==> config.mk <==
export PLATFORM = sky130hd
export DESIGN_NAME = uart_rx_capture
export DESIGN_NICKNAME = d
export VERILOG_FILES = /design/src/rtl/uart_pkg.sv /design/src/rtl/uart_rx_core.sv /design/src/rtl/uart_rx_capture.sv
export SDC_FILE = /design/constraint.sdc
export NUM_CORES = 1
export LEC_CHECK = 0
export ABC_AREA = 1
export CORE_ASPECT_RATIO = 0.5
export CORE_MARGIN = 10
export CORE_UTILIZATION = 31
export CTS_CLUSTER_SIZE = 28
export DETAILED_ROUTE_END_ITERATION = 8
export SETUP_SLACK_MARGIN = 0.1
export SKIP_LAST_GASP = 1
export SYNTH_ARGS = -nofsm -noshare
export SYNTH_HDL_FRONTEND = slang
export SYNTH_HIERARCHICAL = 1
export SYNTH_SLANG_ARGS = --single-unit
==> constraint.sdc <==
create_clock -name clk -period 2 [get_ports clk]
set_input_delay 0.3 -clock clk [delete_from_list [all_inputs] [get_ports clk]]
set_output_delay 0.3 -clock clk [all_outputs]
set_load 0.005 [all_outputs]
==> src/rtl/uart_pkg.sv <==
`default_nettype none
// ============================================================================
//  Module      : uart_pkg
//  Description : Shared constants and FSM state type for the 8N1 UART
//                receive path.
//  Revision    : 1.0 - initial release
// ============================================================================
package uart_pkg;

    // 50 MHz system clock / 9600 baud
    localparam int c_CLKS_PER_BIT_DEFAULT = 5208;

    // 8N1 frame: 8 data bits, no parity, 1 stop bit
    localparam int c_DATA_BITS = 8;

    // Receiver FSM states
    typedef enum logic [2:0] {
        IDLE    = 3'd0,
        START   = 3'd1,
        DATA    = 3'd2,
        STOP    = 3'd3,
        WAIT_HI = 3'd4
    } rx_state_t;

endpackage : uart_pkg
`default_nettype wire

==> src/rtl/uart_rx_core.sv <==
`default_nettype none
// ============================================================================
//  Module      : uart_rx_core
//  Description : 8N1 serial receiver: 2-FF input synchronizer, framing FSM
//                and LSB-first shift register. Emits one-cycle good-byte and
//                framing-error strobes.
//  Revision    : 1.0 - initial release
// ============================================================================
module uart_rx_core
    import uart_pkg::*;
#(
    parameter int CLKS_PER_BIT = c_CLKS_PER_BIT_DEFAULT,
    parameter int HALF_BIT     = CLKS_PER_BIT / 2
) (
    input  logic                   clk,
    input  logic                   rst,
    input  logic                   i_rx,
    output logic [c_DATA_BITS-1:0] o_data,
    output logic                   o_valid,
    output logic                   o_err,
    output logic                   o_busy
);

    localparam int                 c_CNT_W      = $clog2(CLKS_PER_BIT);
    localparam int                 c_BIT_W      = $clog2(c_DATA_BITS);
    localparam logic [c_CNT_W-1:0] c_HALF_LAST  = c_CNT_W'(HALF_BIT - 1);
    localparam logic [c_CNT_W-1:0] c_BIT_LAST   = c_CNT_W'(CLKS_PER_BIT - 1);
    localparam logic [c_BIT_W-1:0] c_LAST_DATA  = c_BIT_W'(c_DATA_BITS - 1);

    logic                   r_rx_meta;
    logic                   r_rx_s;
    rx_state_t              r_state;
    rx_state_t              w_state_next;
    logic [c_CNT_W-1:0]     r_clk_cnt;
    logic [c_CNT_W-1:0]     w_clk_cnt_next;
    logic [c_BIT_W-1:0]     r_bit_cnt;
    logic [c_BIT_W-1:0]     w_bit_cnt_next;
    logic [c_DATA_BITS-1:0] r_shift;
    logic [c_DATA_BITS-1:0] w_shift_next;
    logic                   r_valid;
    logic                   w_valid_next;
    logic                   r_err;
    logic                   w_err_next;

    // Two-flop synchronizer; resets to the idle-high line level
    always_ff @(posedge clk or posedge rst) begin
        if (rst) begin
            r_rx_meta <= 1'b1;
            r_rx_s    <= 1'b1;
        end else begin
            r_rx_meta <= i_rx;
            r_rx_s    <= r_rx_meta;
        end
    end

    // State, counters, shift register and strobes
    always_ff @(posedge clk or posedge rst) begin
        if (rst) begin
            r_state   <= IDLE;
            r_clk_cnt <= '0;
            r_bit_cnt <= '0;
            r_shift   <= '0;
            r_valid   <= 1'b0;
            r_err     <= 1'b0;
        end else begin
            r_state   <= w_state_next;
            r_clk_cnt <= w_clk_cnt_next;
            r_bit_cnt <= w_bit_cnt_next;
            r_shift   <= w_shift_next;
            r_valid   <= w_valid_next;
            r_err     <= w_err_next;
        end
    end

    // Next-state logic: every sample lands at a bit centre after the edge
    always_comb begin
        w_state_next   = r_state;
        w_clk_cnt_next = r_clk_cnt + 1'b1;
        w_bit_cnt_next = r_bit_cnt;
        w_shift_next   = r_shift;
        w_valid_next   = 1'b0;
        w_err_next     = 1'b0;
        case (r_state)
            IDLE: begin
                w_clk_cnt_next = '0;
                if (!r_rx_s) begin
                    w_state_next = START;
                end
            end
            START: begin
                if (r_clk_cnt == c_HALF_LAST) begin
                    w_clk_cnt_next = '0;
                    w_bit_cnt_next = '0;
                    // A line already back high at mid-start was only a glitch
                    w_state_next   = r_rx_s ? IDLE : DATA;
                end
            end
            DATA: begin
                if (r_clk_cnt == c_BIT_LAST) begin
                    w_clk_cnt_next = '0;
                    w_shift_next   = {r_rx_s, r_shift[c_DATA_BITS-1:1]};
                    w_bit_cnt_next = r_bit_cnt + 1'b1;
                    if (r_bit_cnt == c_LAST_DATA) begin
                        w_state_next = STOP;
                    end
                end
            end
            STOP: begin
                if (r_clk_cnt == c_BIT_LAST) begin
                    w_clk_cnt_next = '0;
                    // Leaving at the stop centre lets a directly following start edge be caught
                    if (r_rx_s) begin
                        w_valid_next = 1'b1;
                        w_state_next = IDLE;
                    end else begin
                        w_err_next   = 1'b1;
                        w_state_next = WAIT_HI;
                    end
                end
            end
            WAIT_HI: begin
                w_clk_cnt_next = '0;
                if (r_rx_s) begin
                    w_state_next = IDLE;
                end
            end
            default: begin
                w_state_next   = IDLE;
                w_clk_cnt_next = '0;
            end
        endcase
    end

    assign o_data  = r_shift;
    assign o_valid = r_valid;
    assign o_err   = r_err;
    assign o_busy  = (r_state != IDLE);

endmodule : uart_rx_core
`default_nettype wire

==> src/rtl/uart_rx_capture.sv <==
`default_nettype none
// ============================================================================
//  Module      : uart_rx_capture
//  Description : 8N1 UART receiver with a 3-deep history of the most recent
//                good bytes (byte0 = newest), feeding the hex display.
//  Revision    : 1.0 - initial release
// ============================================================================
module uart_rx_capture
    import uart_pkg::*;
#(
    parameter int CLKS_PER_BIT = c_CLKS_PER_BIT_DEFAULT,
    parameter int HALF_BIT     = CLKS_PER_BIT / 2
) (
    input  logic       clk,
    input  logic       rst,
    input  logic       rx,
    output logic [7:0] byte0,
    output logic [7:0] byte1,
    output logic [7:0] byte2,
    output logic       rx_valid,
    output logic       frame_err,
    output logic       rx_busy
);

    logic [7:0] w_core_data;
    logic       w_core_valid;
    logic       w_core_err;
    logic       w_core_busy;

    logic [7:0] r_byte0;
    logic [7:0] r_byte1;
    logic [7:0] r_byte2;
    logic       r_rx_valid;
    logic       r_frame_err;

    uart_rx_core #(
        .CLKS_PER_BIT (CLKS_PER_BIT),
        .HALF_BIT     (HALF_BIT)
    ) u_core (
        .clk     (clk),
        .rst     (rst),
        .i_rx    (rx),
        .o_data  (w_core_data),
        .o_valid (w_core_valid),
        .o_err   (w_core_err),
        .o_busy  (w_core_busy)
    );

    // History shift on each good byte; strobes re-timed to line up with the update
    always_ff @(posedge clk or posedge rst) begin
        if (rst) begin
            r_byte0     <= 8'h00;
            r_byte1     <= 8'h00;
            r_byte2     <= 8'h00;
            r_rx_valid  <= 1'b0;
            r_frame_err <= 1'b0;
        end else begin
            r_rx_valid  <= w_core_valid;
            r_frame_err <= w_core_err;
            if (w_core_valid) begin
                r_byte2 <= r_byte1;
                r_byte1 <= r_byte0;
                r_byte0 <= w_core_data;
            end
        end
    end

    assign byte0     = r_byte0;
    assign byte1     = r_byte1;
    assign byte2     = r_byte2;
    assign rx_valid  = r_rx_valid;
    assign frame_err = r_frame_err;
    assign rx_busy   = w_core_busy;

endmodule : uart_rx_capture
`default_nettype wire
# Yosys cells after proc, flatten, opt, wreduce, memory -nomap -nowiden
# Cells that the tools add are included.
[classes]
add_sub_neg = 2
reduce_logical = 7
mux = 21
eq_ne = 13
[op_table]
columns = ["op", "count"]
rows = [
  ["2-to-1 mux 3 bit", 9],
  ["2-to-1 mux 13 bit", 2],
  ["one-hot mux 13 bit (2 select lines)", 1],
  ["one-hot mux 3 bit (5 select lines)", 1],
  ["adder 13 x 1 -> 13 bit, second input constant", 1],
  ["== test 13 x 12 -> 1 bit, second input constant", 1],
  ["== test 13 bit, second input constant", 1],
  ["inequality test 2 x 1 -> 1 bit, second input constant", 5],
  ["== test 3 x 2 -> 1 bit, second input constant", 2],
  ["== test 3 bit, second input constant", 2],
  ["2-to-1 mux 1 bit", 6],
  ["one-hot mux 3 bit (2 select lines)", 1],
  ["AND reduction 6 bit", 1],
  ["adder 3 x 1 -> 3 bit, second input constant", 1],
  ["== test 3 x 1 -> 1 bit, second input constant", 1],
  ["logical NOT 3 bit", 1],
  ["AND reduction 3 bit", 1],
  ["nonzero test 3 bit", 1],
  ["2-to-1 mux 2 bit", 1],
  ["inequality test 2 bit, second input constant", 1],
  ["AND reduction 2 bit", 1],
  ["nonzero test 2 bit", 1],
  ["OR reduction 2 bit", 1],
]
[totals]
register_bits = 57
out_inout_bits = 27

# Longest topological paths before layout
# Gate-level depths: netlist (run 1).
[depth]
ltp_word = 4
depth_mapped = 10
ltp_nobuf = 9

# By module
# Netlist (run 1), hierarchy kept.
[by_module_without_submodules]
columns = ["mod", "cells_per_inst", "area_each_um2", "n_inst"]
rows = [
  ["uart_rx_core", 183, 1571.5, 1],
  ["uart_rx_capture", 105, 1031.0, 1],
]

# Least setup slack after synthesis (run 1)
# OpenSTA, ideal clock, no wires.
[synth_path]
path_kind = "reg2reg"
from = "reg u_core.r_clk_cnt[0]"
to = "reg u_core.r_clk_cnt[0]"
t_arrival_ns = 1.313
synth_period_minus_slack_ns = 1.435
path_buffers = 1
path_slack_ns = 0.565
stages_incl_launch_ff = 10
required_ns = 1.878
path_cell_list = "dfrtp_1 -> ha_1 -> nand4_2 -> nor2_4 -> nand2_4 -> nand2_1 -> nand2_1 -> nand2_2 -> buf_6 -> nor2_1"
[synth_via]
elab_chain_cells = 3
[synth_rtl]
columns = ["element", "line_no", "text"]
rows = [
  ["from (decl)", "uart_rx_core.sv:34", "logic [c_CNT_W-1:0] r_clk_cnt;"],
  ["from (signal assigned)", "uart_rx_core.sv:67", "r_clk_cnt <= w_clk_cnt_next;"],
  ["adder 13 x 1 -> 13 bit, or another cell as far along", "uart_rx_core.sv:78", "w_clk_cnt_next = r_clk_cnt + 1'b1;"],
  ["2-to-1 mux 13 bit (on tied branches)", "uart_rx_core.sv:99, uart_rx_core.sv:109, uart_rx_core.sv:91", ""],
  ["one-hot mux 13 bit (2 select lines) (*)", "uart_rx_core.sv:83", "case (r_state)"],
  ["net u_core.w_clk_cnt_next[0]", "uart_rx_core.sv:35", "logic [c_CNT_W-1:0] w_clk_cnt_next;"],
]
# Mark *: on every way through the listed nets, which the timed path passes. The rest lies on a longest branch.
# A chain may end at the register's enable or synchronous reset.

# Worst setup path in the final report (run 1)
[layout_path]
from = "reg u_core.r_state[2]"
to = "out rx_busy"
[layout_via]
elab_chain_cells = 1
[layout_rtl]
columns = ["element", "line_no", "text"]
rows = [
  ["from (decl)", "uart_rx_core.sv:32", "rx_state_t r_state;"],
  ["from (signal assigned)", "uart_rx_core.sv:66", "r_state <= w_state_next;"],
  ["nonzero test 3 bit", "uart_rx_core.sv:137", "assign o_busy = (r_state != IDLE);"],
  ["to (decl)", "uart_rx_capture.sv:22", "output logic rx_busy"],
]
# Every way passes these cells.

==> results by group, run 1 <==
Status
  – Status: finished clean

Critical path
  – CP startpoint kind: flop
  – Worst R2R End: u_core/r_bit_cnt[1]
  – Reg-to-reg startpoint: u_core/r_clk_cnt[0]
  – R2r worst-path depth: 8
  – CP Class: flop to output pin
  – Crit-path max FO: 7
  – CP startpoint: u_core/r_state[2]
  – Critical Path AT: around 1600 ps
  – Crit. End Element: output pin
  – Reg2reg setup slack: 360 ps
  – Req. time, crit path: 1700 ps

Yosys
  – Yosys warning count: 6
  – Syn_nets: just under 300
  – Mapped Avg Cell Area: 9.04 um2
  – Post-Syn Instances: ~290
  – Yosys reg bits: 57
  – Synth unique cells: 30
  – Synthesized cell area: 0.00260 mm2
  – Seq/Total Area, Yosys: 54.9%

Power
  – Leakage: 1.64 nW
  – Maximum VDD drop: 0.000364 V
  – PnR Total Power: roughly 2.7 mW
  – Power per cell area: 829 mW/mm2

Placement
  – HPWL Detailed: ~3.6 mm
  – Port Buffers: 29
  – RD Place Congestion: a little under 0.9

Routing
  – Post-DRT Antenna Nets: 0
  – TritonRoute pass-1 iters: 4
  – Initial DRC Count: 117
  – Residual DRC: 0
  – WL/cell: around 11 um
  – Routed wl met3: 362 um
  – Total wire length: 5.00 mm
  – Max Used Layer: met4
  – Via density: about 4.3
  – M1 wire length: 2.28 mm
  – Routed vias: roughly 1900
  – WL met2: around 2.3 mm

Die
  – Die ar.: between 0.01 and 0.015 mm2
  – Initial Util: 32.2%
  – Core ar.: about 0.0081 mm2
  – FP Rows: 23
  – Die Y: 84.8 um
  – Die Span X: 150 um
  – Ports: 30

Hold path
  – Worst Hold Launch: u_core/o_err
  – Min-Delay Path Depth: 0
  – Hold Path Sink: frame_err
  – Hold crit path type: flop to flop

Clock network
  – Worst-path clk slew: 50 ps
  – Number of CTS-inserted buffers: 9
  – Hold Buf Count CTS: 0
  – H-tree depth: 3
  – Max clock buf depth: 2
  – TritonCTS clock tree: built
  – Clock sinks: 57
  – Clock Latency Late Sink: 320 ps
  – CTS root buf: clkbuf_16

GRT
  – Grt total ovfl: 0
  – First-pass GRT wire length: 8.52 mm
  – Tot GR Track Use: around 8%
  – Vias in the first global route: roughly 1800
  – Largest net degree at the start of global routing: 32
  – Antenna violations before repair: 0

Timing
  – Final setup viols: 0
  – Fin crit period: around 1800 ps
  – Final hold vios: 0
  – RSZ-0062 raised after global routing: no
  – Worst Clk Skew: between 8 and 9 ps
  – Total negative slack: 0 ps
  – Relative slew margins: 66.3%
  – Final worst path period share: 92.4%
  – Slew Limit Fails: 0
  – Worst-Margin Slew: 506 ps
  – Fmax: between 500 and 600 MHz

Cells and area
  – Commonest non-fill, non-tap cell in the layout: nand2_1
  – P&R area growth vs syn: 25.4%
  – Reg area: approximately 0.0014 mm2
  – Layout cell share with drive strength beyond 1: between 10% and 20%
  – Fin nets: 330
  – Filler instances: 782
  – Footprint of the multi-input gates: slightly below 0.001 mm2
  – Commonest non-fill, non-tap cells in the layout: 102 x nand2_1, 55 x dfrtp_1, 29 x clkdlybuf4s50_1
  – Diodes inserted: 0

Flow run
  – Max-cap violations: 0
[kinds of logic (layout without fill, tap and decap cells)]
family          after synthesis  in the layout  synth area share [%]
compound gates               16             16                  3.27
fa+ha+maj                     3              3                  1.44
simple gates                173            173                  30.0
buf+inv                      31             72                  7.64
flops                        57             57                  54.9
xor+xnor                      8              8                  2.69
[cell usage after synthesis]
library cell,number,area share (%)
nor3_1,5,0.96
dfstp_2,2,2.0
nand4_2,1,0.48
inv_8,1,0.43
nand3_1,10,1.9
buf_6,3,1.3
o21ai_2,1,0.34
nor2_2,1,0.24
ha_1,3,1.4
clkbuf_8,2,1.1
nor2_4,1,0.43
nand2_2,17,4.1
and3_1,1,0.24
o21ai_1,1,0.19
or2_2,1,0.24
buf_12,2,1.5
inv_2,1,0.14
o21ai_0,5,0.96
nor3_2,1,0.38
nand2_4,1,0.43
nor3_4,1,0.63
nand4_1,2,0.48
nand2_1,102,15
a31oi_1,1,0.24
nor2_1,28,4.0
xor2_1,8,2.7
dfrtp_1,55,53
inv_1,22,3.2
a21oi_1,8,1.5
nor2_8,1,0.77
[repair_timing]
action | in CTS | in global routing
buffers inserted | 0 | 0
gates resized for setup | 0 | 1
setup endpoints to repair | 0 | 1
[registers in the layout (all words and copies together) (netlist names), 3 cells and up]
register and cells:
u_core/r_state 3, byte1 8, u_core/o_data 8, byte2 8
u_core/r_bit_cnt 3, byte0 8, u_core/r_clk_cnt 13
[where the power goes]
| group | switching, mW | internal [mW] | total, mW | leakage [nW] |
|---|---|---|---|---|
| Sequential | 0.00139 | 1.16 | 1.16 | 0.775 |
| Combinational | 0.0239 | 0.00714 | 0.0310 | 0.718 |
| Clock | 0.518 | 0.997 | 1.52 | 0.145 |
[how the worst max path moves through the flow]
stage                          end  depth (start not counted)
3_3_place_gp   u_core/r_bit_cnt[0]                          8
2_1_floorplan  u_core/r_clk_cnt[0]                          9
3_5_place_dp   u_core/r_bit_cnt[2]                          8
6_report                   rx_busy                          3
5_1_grt                    rx_busy                          3
4_1_cts                    rx_busy                          3
[per-layer routing]
layer  vias up  global-route usage [%]
li1        968                       -
met1       878                    9.46
met2        47                    13.0
met3         4                    2.89
met4         0                    4.52
met5         -                       0
[cell type report]
type                            instances  area share [%]
Sequential cell                        57            43.8
Multi-Input combinational cell        200            29.9
Timing Repair Buffer                   32            9.59
Clock buffer                           10            7.32
Tap cell                              112            4.29
Inverter                               24            2.99
Clock inverter                          6            2.07
[critical path: stages (launching register included)]
cell and delay (ps):
dfrtp_1 480, nor2_2 220, nand2_1 70, clkdlybuf4s50_1 450
[stage by stage]
step / hold WS [ps] / utilization [%] / cells / setup WS [ps] / instance area (um2)
6_report: 343 / 40.4 / 441 / 152 / 3260
5_1_grt: 349 / 40.4 / 441 / 87.2 / 3260
4_1_cts: 351 / 40.3 / 441 / 120 / 3260
3_5_place_dp: 340 / 36.5 / 425 / 361 / 2950
3_3_place_gp: 332 / 36.5 / 425 / 396 / 2950
2_1_floorplan: 304 / - / 288 / 565 / 2600
No activity file was read; power rests on OpenSTA's default activity.
==> inputs of run 2 (changes only) <==
--- a/config.mk
+++ b/config.mk
@@ -6,11 +6,14 @@
 export NUM_CORES = 1
 export LEC_CHECK = 0
 export ABC_AREA = 1
+export CELL_PAD_IN_SITES_DETAIL_PLACEMENT = 2
+export CELL_PAD_IN_SITES_GLOBAL_PLACEMENT = 2
 export CORE_ASPECT_RATIO = 0.5
 export CORE_MARGIN = 10
 export CORE_UTILIZATION = 31
 export CTS_CLUSTER_SIZE = 28
 export DETAILED_ROUTE_END_ITERATION = 8
+export PLACE_DENSITY_LB_ADDON = 0.1
 export SETUP_SLACK_MARGIN = 0.1
 export SKIP_LAST_GASP = 1
 export SYNTH_ARGS = -nofsm -noshare
==> results by group, run 2 (synthesized netlist as in run 1, its figures left out) <==
Cells and area
  – Max reg flops: 13
  – Layout cell share with drive strength beyond 1: approximately 17%
  – P&R area growth vs syn: 28.0%
  – Fin nets: around 340
  – Commonest non-fill, non-tap cell in the layout: nand2_1
  – Commonest non-fill, non-tap cells in the layout: 102 x nand2_1, 55 x dfrtp_1, 29 x clkdlybuf4s50_1
  – Diodes inserted: 0
  – Non-filler cells, final: 448
  – Most flops, register: u_core/r_clk_cnt

Clock network
  – Number of CTS-inserted buffers: 9
  – Clock Latency Late Sink: 320 ps
  – Worst-path clk slew: about 50 ps
  – Clock sinks: 57
  – H-tree depth: 3
  – CTS root buf: clkbuf_16
  – TritonCTS clock tree: built
  – Max clock buf depth: 2

Placement
  – Port Buffers: 29
  – Placed cells: 426
  – HPWL Detailed: 4.71 mm
  – RD Place Congestion: about 0.74

Timing
  – RSZ-0062 raised after global routing: no
  – Relative slew margins: 72.2%
  – Slew Limit Fails: 0
  – Final setup viols: 0
  – Total negative slack: 0 ps
  – Worst-Margin Slew: ~420 ps
  – Final hold vios: 0
  – Worst Clk Skew: 2.95 ps
  – Final worst path period share: 90.6%
  – Fmax: between 500 and 600 MHz
  – Fin crit period: 1810 ps

Routing
  – Max Used Layer: met4
  – Initial DRC Count: 50
  – Via density: roughly 4.5
  – Post-DRT Antenna Nets: 0
  – M1 wire length: 2.88 mm
  – Total wire length: 6.64 mm
  – WL/cell: ~15 um
  – Residual DRC: 0
  – Routed wl met3: 368 um
  – Routed vias: about 2000
  – TritonRoute pass-1 iters: 4
  – WL met2: 3.31 mm

GRT
  – Vias in the first global route: 2338
  – Largest net degree at the start of global routing: 32
  – Antenna violations before repair: 0
  – First-pass GRT wire length: between 10 and 15 mm
  – Tot GR Track Use: 11.2%
  – Grt total ovfl: 0

Status
  – Status: finished clean

Die
  – Die ar.: 0.0127 mm2
  – Initial Util: 32.2%
  – FP Rows: 23
  – Core ar.: 0.00809 mm2
  – Die Span X: 150 um
  – Die Y: 84.8 um
  – Ports: 30

Hold path
  – Hold crit path type: flop to flop

Flow run
  – Max-cap violations: 0

Critical path
  – CP delay by family, top: flip-flops
  – Max stage delay on crit path: 540 ps
  – Crit-path max FO: 7
  – CP startpoint kind: flop
  – Crit. End Element: output pin
  – CP Class: flop to output pin
  – CP cell instances: nor2_4 > nand2_1 > clkdlybuf4s50_1
  – Critical Path AT: 1510 ps
  – CP bufs+invs: 1
  – Req. time, crit path: approximately 1700 ps
  – Max stage delay cell, worst path: dfrtp_1

Power
  – Maximum VDD drop: 0.000428 V
  – Power per cell area: 831 mW/mm2
  – Leakage: 1.68 nW
==> run 2: changes by cell type in the layout (fill, tap and decap cells not counted), sizes merged <==
cell,change
buf,+7
clkinv,-2
clkbuf,+2
==> run 2: repair_timing <==
action                     4_1_cts  5_1_grt
buffers inserted                 0        6
pin swaps                        0        1
setup endpoints to repair        1        2
hold buffers                     0        0
resized for setup                1        1
==> run 2: power breakdown <==
part	leakage (nW)	internal [mW]	switching (mW)
combinational	0.756	0.00715	0.0257
sequential	0.775	1.16	0.00140
clock	0.151	1.06	0.513
total	1.68	2.23	0.540
==> run 2: layout make-up <==
type                    instances  area [um2]
fillers                       895        4760
flip-flops and latches         57        1430
multi-input cells             200         982
repair buffers                 39         365
clock buffers                  12         267
well taps                     112         140
inverters                      24        97.6
clock inverters                 4        50.0
==> run 2: worst paths after layout <==
path                       depth (start not counted)  slack (ps)                 from          endpoint
max                                                3         190    u_core/r_state[2]           rx_busy
min                                                0         350         u_core/o_err         frame_err
max reg2reg                                        8         260  u_core/r_clk_cnt[0]  u_core/o_data[7]
min reg2reg                                        0         350         u_core/o_err         frame_err
max in group asynchronous                          3        1270                  rst     u_core/r_rx_s
min in group asynchronous                          3         370                  rst         frame_err
==> run 2: routing by layer <==
metal | global-route usage, % | vias up
met5 | 0 | -
met4 | 4.25 | 0
li1 | - | 980
met3 | 3.85 | 9
met2 | 19.2 | 29
met1 | 12.7 | 1019
==> run 2: through the flow <==
step | worst slack, ps | power, mW | util [%] | hold WS [ps] | instance area, um2
4_1_cts | 111 | 2.82 | 40.6 | 354 | 3280
3_3_place_gp | 355 | 1.21 | 36.6 | 333 | 2960
2_1_floorplan | 565 | 1.20 | - | 304 | 2600
6_report | 189 | 2.77 | 41.2 | 348 | 3330
3_5_place_dp | 266 | 1.21 | 36.6 | 342 | 2960
5_1_grt | 111 | 2.89 | 41.2 | 362 | 3330
